<file path="config.mk">
export PLATFORM = sky130hd
export DESIGN_NAME = game_phase_sequencer
export DESIGN_NICKNAME = d
export VERILOG_FILES = /design/src/rtl/game_phase_sequencer.sv
export SDC_FILE = /design/constraint.sdc
export NUM_CORES = 1
export LEC_CHECK = 0
export ABC_AREA = 1
export CAP_MARGIN = 20
export CORE_MARGIN = 4
export CORE_UTILIZATION = 35
export CTS_CLUSTER_DIAMETER = 100
export DETAILED_ROUTE_END_ITERATION = 10
export GPL_ROUTABILITY_DRIVEN = 0
export HOLD_SLACK_MARGIN = 0.05
export MAX_ROUTING_LAYER = met4
export PLACE_DENSITY = 0.59
export SETUP_SLACK_MARGIN = 0.2
export SYNTH_ARGS = -nofsm -noshare
export SYNTH_HDL_FRONTEND = slang
export SYNTH_SLANG_ARGS = --single-unit
export TNS_END_PERCENT = 5
</file>
<file path="constraint.sdc">
create_clock -name clk -period 2.5 [get_ports clk]
set_input_delay 0.75 -clock clk [delete_from_list [all_inputs] [get_ports clk]]
set_output_delay 0.75 -clock clk [all_outputs]
set_load 0.005 [all_outputs]
</file>
<file path="src/rtl/game_phase_sequencer.sv">
// ---------------------------------------------------------------------------
// game_phase_sequencer
//
// Game-flow controller for the bomb defusal game. Walks IDLE -> PHASE 1..N ->
// CLEAR or OVER, keeps the stability score, and drives the game timer control
// and status flags. Phase advances are gated by a short settle window after
// every phase entry. A debug jump can force any puzzle phase.
//
// State codes: 0 = IDLE, k = PHASE k (1..NUM_PHASES),
//              NUM_PHASES+1 = CLEAR, NUM_PHASES+2 = OVER.
//
// Ports:
//   clk            system clock
//   rst            asynchronous, active-high reset
//   start_btn      start / acknowledge pulse
//   phase_clear    current phase solved
//   time_out       game timer expired
//   puzzle_fail    wrong answer, costs FAIL_PENALTY stability
//   event_fail     failed event, costs EVENT_PENALTY stability
//   puzzle_correct recovery, gains RECOVER_STEP stability
//   debug_force    debug jump request
//   debug_state    target phase of the debug jump
//   current_state  registered state code
//   stability      registered stability score
//   game_enable    high in any PHASE state
//   timer_reset    one-cycle pulse on game start and every debug jump
//   phase_enter    one-cycle pulse on every entry into a PHASE state
//   game_clear     high in CLEAR
//   game_over      high in OVER
// ---------------------------------------------------------------------------
module game_phase_sequencer #(
  parameter int NUM_PHASES    = 4,
  parameter int STATE_W       = 4,
  parameter int STAB_W        = 4,
  parameter int STAB_MAX      = 9,
  parameter int FAIL_PENALTY  = 1,
  parameter int EVENT_PENALTY = 2,
  parameter int RECOVER_STEP  = 1,
  parameter int SETTLE_CYCLES = 4,
  parameter int DEBUG_EN      = 1
) (
  input  logic               clk,
  input  logic               rst,
  input  logic               start_btn,
  input  logic               phase_clear,
  input  logic               time_out,
  input  logic               puzzle_fail,
  input  logic               event_fail,
  input  logic               puzzle_correct,
  input  logic               debug_force,
  input  logic [STATE_W-1:0] debug_state,
  output logic [STATE_W-1:0] current_state,
  output logic [STAB_W-1:0]  stability,
  output logic               game_enable,
  output logic               timer_reset,
  output logic               phase_enter,
  output logic               game_clear,
  output logic               game_over
);

  // Coarse view of the numeric state code; the phase number itself stays in
  // current_state so the phase count can be a parameter.
  typedef enum logic [1:0] {
    MODE_IDLE,
    MODE_PHASE,
    MODE_CLEAR,
    MODE_OVER
  } mode_t;

  localparam logic [STATE_W-1:0] S_IDLE  = '0;
  localparam logic [STATE_W-1:0] S_FIRST = STATE_W'(1);
  localparam logic [STATE_W-1:0] S_LAST  = STATE_W'(NUM_PHASES);
  localparam logic [STATE_W-1:0] S_CLEAR = STATE_W'(NUM_PHASES + 1);
  localparam logic [STATE_W-1:0] S_OVER  = STATE_W'(NUM_PHASES + 2);

  localparam int                  SETTLE_W    = (SETTLE_CYCLES > 0) ? $clog2(SETTLE_CYCLES + 1) : 1;
  localparam logic [SETTLE_W-1:0] SETTLE_LOAD = SETTLE_W'(SETTLE_CYCLES);

  // Three guard bits cover the worst-case underflow and overflow of one update.
  localparam int                       WIDE_W    = STAB_W + 3;
  localparam logic signed [WIDE_W-1:0] FAIL_W    = WIDE_W'(FAIL_PENALTY);
  localparam logic signed [WIDE_W-1:0] EVENT_W   = WIDE_W'(EVENT_PENALTY);
  localparam logic signed [WIDE_W-1:0] RECOVER_W = WIDE_W'(RECOVER_STEP);
  localparam logic signed [WIDE_W-1:0] MAX_W     = WIDE_W'(STAB_MAX);
  localparam logic [STAB_W-1:0]        STAB_TOP  = STAB_W'(STAB_MAX);

  mode_t                      mode;
  logic                       debug_hit;
  logic signed [WIDE_W-1:0]   stab_wide;
  logic [STAB_W-1:0]          stab_next;
  logic [SETTLE_W-1:0]        settle;

  // NOTE: every variable written in always_comb gets a default first, so no
  // path can leave it unassigned and infer a latch.
  always_comb begin
    mode = MODE_OVER;
    if (current_state == S_IDLE) begin
      mode = MODE_IDLE;
    end else if (current_state <= S_LAST) begin
      mode = MODE_PHASE;
    end else if (current_state == S_CLEAR) begin
      mode = MODE_CLEAR;
    end
  end

  assign debug_hit = (DEBUG_EN != 0) && debug_force &&
                     (debug_state != S_IDLE) && (debug_state <= S_LAST);

  // All score inputs of one cycle fold into a single signed update, then the
  // result is clamped to [0, STAB_MAX].
  always_comb begin
    stab_wide = $signed({3'b000, stability});
    if (puzzle_fail)    stab_wide = stab_wide - FAIL_W;
    if (event_fail)     stab_wide = stab_wide - EVENT_W;
    if (puzzle_correct) stab_wide = stab_wide + RECOVER_W;

    if (stab_wide[WIDE_W-1]) begin
      stab_next = '0;
    end else if (stab_wide > MAX_W) begin
      stab_next = STAB_TOP;
    end else begin
      stab_next = stab_wide[STAB_W-1:0];
    end
  end

  // NOTE: sequential state uses non-blocking assignments only; a later
  // assignment in the same branch overrides an earlier default.
  always_ff @(posedge clk or posedge rst) begin
    if (rst) begin
      current_state <= S_IDLE;
      stability     <= STAB_TOP;
      settle        <= '0;
      game_enable   <= 1'b0;
      timer_reset   <= 1'b0;
      phase_enter   <= 1'b0;
      game_clear    <= 1'b0;
      game_over     <= 1'b0;
    end else begin
      timer_reset <= 1'b0;
      phase_enter <= 1'b0;

      if (debug_hit) begin
        current_state <= debug_state;
        settle        <= SETTLE_LOAD;
        game_enable   <= 1'b1;
        game_clear    <= 1'b0;
        game_over     <= 1'b0;
        timer_reset   <= 1'b1;
        phase_enter   <= 1'b1;
        // A jump out of a finished game starts with a full score.
        if (mode == MODE_CLEAR || mode == MODE_OVER) begin
          stability <= STAB_TOP;
        end
      end else begin
        unique case (mode)
          MODE_IDLE: begin
            if (start_btn) begin
              current_state <= S_FIRST;
              stability     <= STAB_TOP;
              settle        <= SETTLE_LOAD;
              game_enable   <= 1'b1;
              timer_reset   <= 1'b1;
              phase_enter   <= 1'b1;
            end
          end

          MODE_PHASE: begin
            if (settle != '0) begin
              settle <= settle - SETTLE_W'(1);
            end

            if (time_out) begin
              current_state <= S_OVER;
              game_enable   <= 1'b0;
              game_over     <= 1'b1;
            end else if (stab_next == '0) begin
              stability     <= '0;
              current_state <= S_OVER;
              game_enable   <= 1'b0;
              game_over     <= 1'b1;
            end else begin
              stability <= stab_next;
              // A clear during the settle window is dropped, not remembered.
              if (phase_clear && settle == '0) begin
                if (current_state == S_LAST) begin
                  current_state <= S_CLEAR;
                  game_enable   <= 1'b0;
                  game_clear    <= 1'b1;
                end else begin
                  current_state <= current_state + S_FIRST;
                  settle        <= SETTLE_LOAD;
                  phase_enter   <= 1'b1;
                end
              end
            end
          end

          MODE_CLEAR, MODE_OVER: begin
            // Terminal: only an acknowledge returns to IDLE.
            if (start_btn) begin
              current_state <= S_IDLE;
              stability     <= STAB_TOP;
              game_clear    <= 1'b0;
              game_over     <= 1'b0;
            end
          end

          default: begin
            current_state <= S_IDLE;
          end
        endcase
      end
    end
  end

endmodule

</file>
==> implementation parameters <==
Parameter                              Value

Clock tree
  Count of clock tree sinks ... 16
  Clock-pin slew of the registers on the worst-case setup and hold paths ... 0.07 ns
  CTS tree ... built
  Clock root buffer ... sky130_fd_sc_hd__clkbuf_8
  Number of buffers created by CTS ... 3
  H-tree depth ... 1
  Clock latency reported for the late side of the worst-skew pair ... 0.25 ns
  Largest buffer count on any clock path ... 2
  Hold_buf cts ... 0

Yosys
  Largest cells by area after synthesis ... sky130_fd_sc_hd__dfrtp_1, sky130_fd_sc_hd__nand2_1, sky130_fd_sc_hd__inv_1
  Post-synth cell types ... 32
  Cell type with the highest aggregate area in the netlist ... sky130_fd_sc_hd__dfrtp_1
  Part of the Yosys area used for sequential elements ... 28.27%
  Post-Syn Instances ... 216
  Top-area cell type share of the netlist area ... 24.58%
  Synthesis Warnings ... 0
  Synth Net Count ... 236
  Summed instance area of the synthesized netlist ... 0.001425 mm^2
  Synth Area per Inst ... 6.598 um^2
  FF+latch count, synth ... 16

Floorplanning
  Area enclosed by the die boundary ... 0.005157 mm^2
  IO Pins ... 26
  Initial Utilization ... 37.52%
  Count of standard-cell rows ... 22
  Core Footprint ... 0.003799 mm^2
  Die extent in x ... 71.81 um
  Vertical die dimension ... 71.81 um

Timing
  Fraction of the cycle the final worst path needs ... 109.0%
  Tightest slew margin relative to the limit ... 58.68%
  Setup repair after global routing missed its margin ... yes
  Final setup vio count ... 13
  Final clock skew ... 0.005284 ns
  Pin slew with the least headroom to its limit ... 0.6190 ns
  Hold Fails Final Rpt ... 0
  Final slew viol count ... 0
  Fin worst setup slack ... -0.2260 ns
  F_max ... 0.3668 GHz
  Clock period minus worst slack ... 2.726 ns

Pwr
  Total power divided by cell area ... 1272 mW/mm^2
  Combinational Power Share ... 76.2%
  P_leak ... 1.210 nW
  Pwr Total ... 2.993 mW
  Max rail drop VDD ... 0.5698 mV
  Switching share of power ... 45.43%
  Share of power burned in the clock network ... 7.8%
  Switching power total ... 1.360 mW
  P_int ... 1.633 mW
  Portion of total power attributed to sequential cells ... 16.0%

GRT
  Wire length of the first global-routing pass ... 7051 um
  Via count of the first global-routing pass ... 1569
  Pin count of the biggest net entering global routing ... 17
  Total global routing overflow ... 0
  Initial antenna violation count ... 0
  All-layer global routing usage ... 17.46%

Final layout
  Signed area change from the synthesized netlist to the final layout ... 65.06%
  Commonest non-fill, non-tap cell in the layout ... sky130_fd_sc_hd__nand2_1
  Post-layout net count ... 314
  Fraction of layout instances using a drive strength above 1 ... 39.59%
  Post-Layout Inst Area ... 0.002352 mm^2
  Most used cells in the layout excluding fill and tap cells ... sky130_fd_sc_hd__nand2_1, sky130_fd_sc_hd__buf_4, sky130_fd_sc_hd__inv_1
  ANT cells ... 0

Worst setup path
  Critical Setup Path Class ... input port to flip-flop
  Required @ worst endpoint ... 2.65 ns
  Peak fanout along the critical path ... 8
  Number of cell instances on the worst register-to-register path ... 18
  Critical Path End Type ... flip-flop
  Data arrival, critical path ... 2.87 ns
  Nature of the critical path startpoint ... input port

Worst hold path
  Cells on Worst Hold Path ... 2
  HP Class ... flip-flop to flip-flop

Status
  Failing checks ... setup timing
  Run status ... finished with violations

Placement
  Detailed placement HPWL ... 2899 um
  Total of buffers placed on input and output ports ... 25
  Placed standard-cell area ... 0.001962 mm^2

Flow run
  # Max-Cap Violations ... 0

Drt
  Pre-Repair DR Iteration Count ... 5
  Via count normalized by instance count ... 4.651
  Iteration-0 DRC Markers ... 107
  Antenna Violating Nets Remaining ... 0
  Total detailed-routing wirelength ... 4214 um
  Post-DR wirelength/cell ... 12.36 um
  # DRC ... 0
  Total vias in the final route ... 1586
## kinds of logic (layout without fill, tap and decap cells)
kind of cell | Yosys count | in the layout | synth area share [%]
AND/OR/NAND/NOR | 133 | 133 | 44.60
buffers and inverters | 38 | 115 | 10.71
AO/OA/AOI/OAI | 21 | 21 | 9.659
flip-flops | 16 | 16 | 28.27
adder cells (fa/ha/maj) | 7 | 7 | 6.145
XOR/XNOR | 1 | 1 | 0.6147
## cells in the mapped netlist
cell / count
sky130_fd_sc_hd__nand3_4: 1
sky130_fd_sc_hd__a22oi_1: 1
sky130_fd_sc_hd__buf_6: 1
sky130_fd_sc_hd__nand2_4: 1
sky130_fd_sc_hd__nand3_1: 21
sky130_fd_sc_hd__dfrtp_1: 14
sky130_fd_sc_hd__o21ai_2: 3
sky130_fd_sc_hd__clkinv_1: 2
sky130_fd_sc_hd__xor2_1: 1
sky130_fd_sc_hd__nor2_1: 16
sky130_fd_sc_hd__ha_1: 7
sky130_fd_sc_hd__a2bb2oi_1: 2
sky130_fd_sc_hd__o21ai_1: 2
sky130_fd_sc_hd__a21oi_1: 2
sky130_fd_sc_hd__inv_4: 1
sky130_fd_sc_hd__inv_2: 1
sky130_fd_sc_hd__nor2_2: 1
sky130_fd_sc_hd__nor3_1: 1
sky130_fd_sc_hd__o21ai_0: 8
sky130_fd_sc_hd__nand2_1: 70
sky130_fd_sc_hd__nand4_2: 1
sky130_fd_sc_hd__dfstp_2: 2
sky130_fd_sc_hd__a21boi_0: 1
sky130_fd_sc_hd__nand2_2: 11
sky130_fd_sc_hd__o211a_1: 1
sky130_fd_sc_hd__nor3b_2: 1
sky130_fd_sc_hd__nand4_1: 5
sky130_fd_sc_hd__a21oi_2: 1
sky130_fd_sc_hd__and3_1: 1
sky130_fd_sc_hd__nand4_4: 1
sky130_fd_sc_hd__inv_1: 33
sky130_fd_sc_hd__nand3b_1: 2
## registers in the layout (all words and copies together) (netlist names)
signal	count
current_state	4
game_clear	1
game_enable	1
game_over	1
phase_enter	1
settle	3
stability	4
timer_reset	1
## power groups by stage
stage                     registers [mW]  logic [mW]  clock network, mW
after CTS                          0.482        2.08              0.244
after global routing               0.497        2.51              0.255
final                              0.479        2.28              0.235
after global placement             0.482        1.77                  0
after detailed placement           0.482        1.76                  0
after floorplan                    0.482        1.09                  0
## per-layer routing
layer	vias up	part of all wire, %	track usage [%]
li1	842	-	-
met1	706	50	24.49
met2	32	45	26.94
met3	6	3.7	2.525
met4	0	1.1	3.132
met5	-	0	-
## layout make-up
class                           instances  area (um^2)
Fill cell                             348         1446
Multi-Input combinational cell        162         1055
Timing Repair Buffer                   74        638.1
Sequential cell                        16        402.9
Inverter                               37        141.4
Tap cell                               48        60.06
Clock buffer                            4        55.05
## worst paths after layout
kind | slack (ns) | endpoint | start
worst max-delay path | -0.23 | current_state[2]$_DFFE_PP0P_ | puzzle_fail
worst min-delay path | 0.48 | game_enable$_DFFE_PP0P_ | game_enable$_DFFE_PP0P_
worst max register to register | -0.20 | current_state[2]$_DFFE_PP0P_ | stability[0]$_DFFE_PP1P_
worst min register to register | 0.48 | game_enable$_DFFE_PP0P_ | game_enable$_DFFE_PP0P_
max in group asynchronous | 1.22 | game_over$_DFFE_PP0P_ | rst
min in group asynchronous | 0.87 | settle[1]$_DFFE_PP0P_ | rst
## repair_timing
item,4_1_cts,5_1_grt
endpoints found under the setup margin,15,15
gates resized for setup,29,27
cloned,1,0
pin swaps,17,22
buffers inserted,17,2
## worst max-delay path, cell delays in order
cell	delay, ns
sky130_fd_sc_hd__clkdlybuf4s15_2	0.20
sky130_fd_sc_hd__buf_6	0.14
sky130_fd_sc_hd__nand2_2	0.05
sky130_fd_sc_hd__nand2_2	0.07
sky130_fd_sc_hd__nand2_2	0.07
sky130_fd_sc_hd__buf_4	0.13
sky130_fd_sc_hd__buf_4	0.12
sky130_fd_sc_hd__buf_4	0.12
sky130_fd_sc_hd__nor2_2	0.11
sky130_fd_sc_hd__nand3_2	0.11
sky130_fd_sc_hd__nand2_4	0.11
sky130_fd_sc_hd__nand3_2	0.07
sky130_fd_sc_hd__nand2_2	0.09
sky130_fd_sc_hd__nand4_1	0.15
sky130_fd_sc_hd__nand3_4	0.19
sky130_fd_sc_hd__nand4_4	0.11
sky130_fd_sc_hd__nand2_4	0.12
sky130_fd_sc_hd__inv_4	0.05
sky130_fd_sc_hd__nand2_1	0.05
sky130_fd_sc_hd__nand2_1	0.04
## metrics by stage
stage / setup slack (ns) / instances / hold slack (ns) / TNS [ns] / util, %
2_1_floorplan: -0.01496 / 216 / 0.4643 / -0.04478 / -
3_3_place_gp: -0.7105 / 317 / 0.4690 / -8.984 / 51.65
3_5_place_dp: -0.7158 / 317 / 0.4716 / -8.990 / 51.65
4_1_cts: -0.1147 / 339 / 0.4903 / -0.9166 / 59.09
5_1_grt: -0.3821 / 341 / 0.5156 / -4.031 / 61.92
6_report: -0.2260 / 341 / 0.4805 / -2.027 / 61.92
No activity file was read; power rests on OpenSTA's default activity.
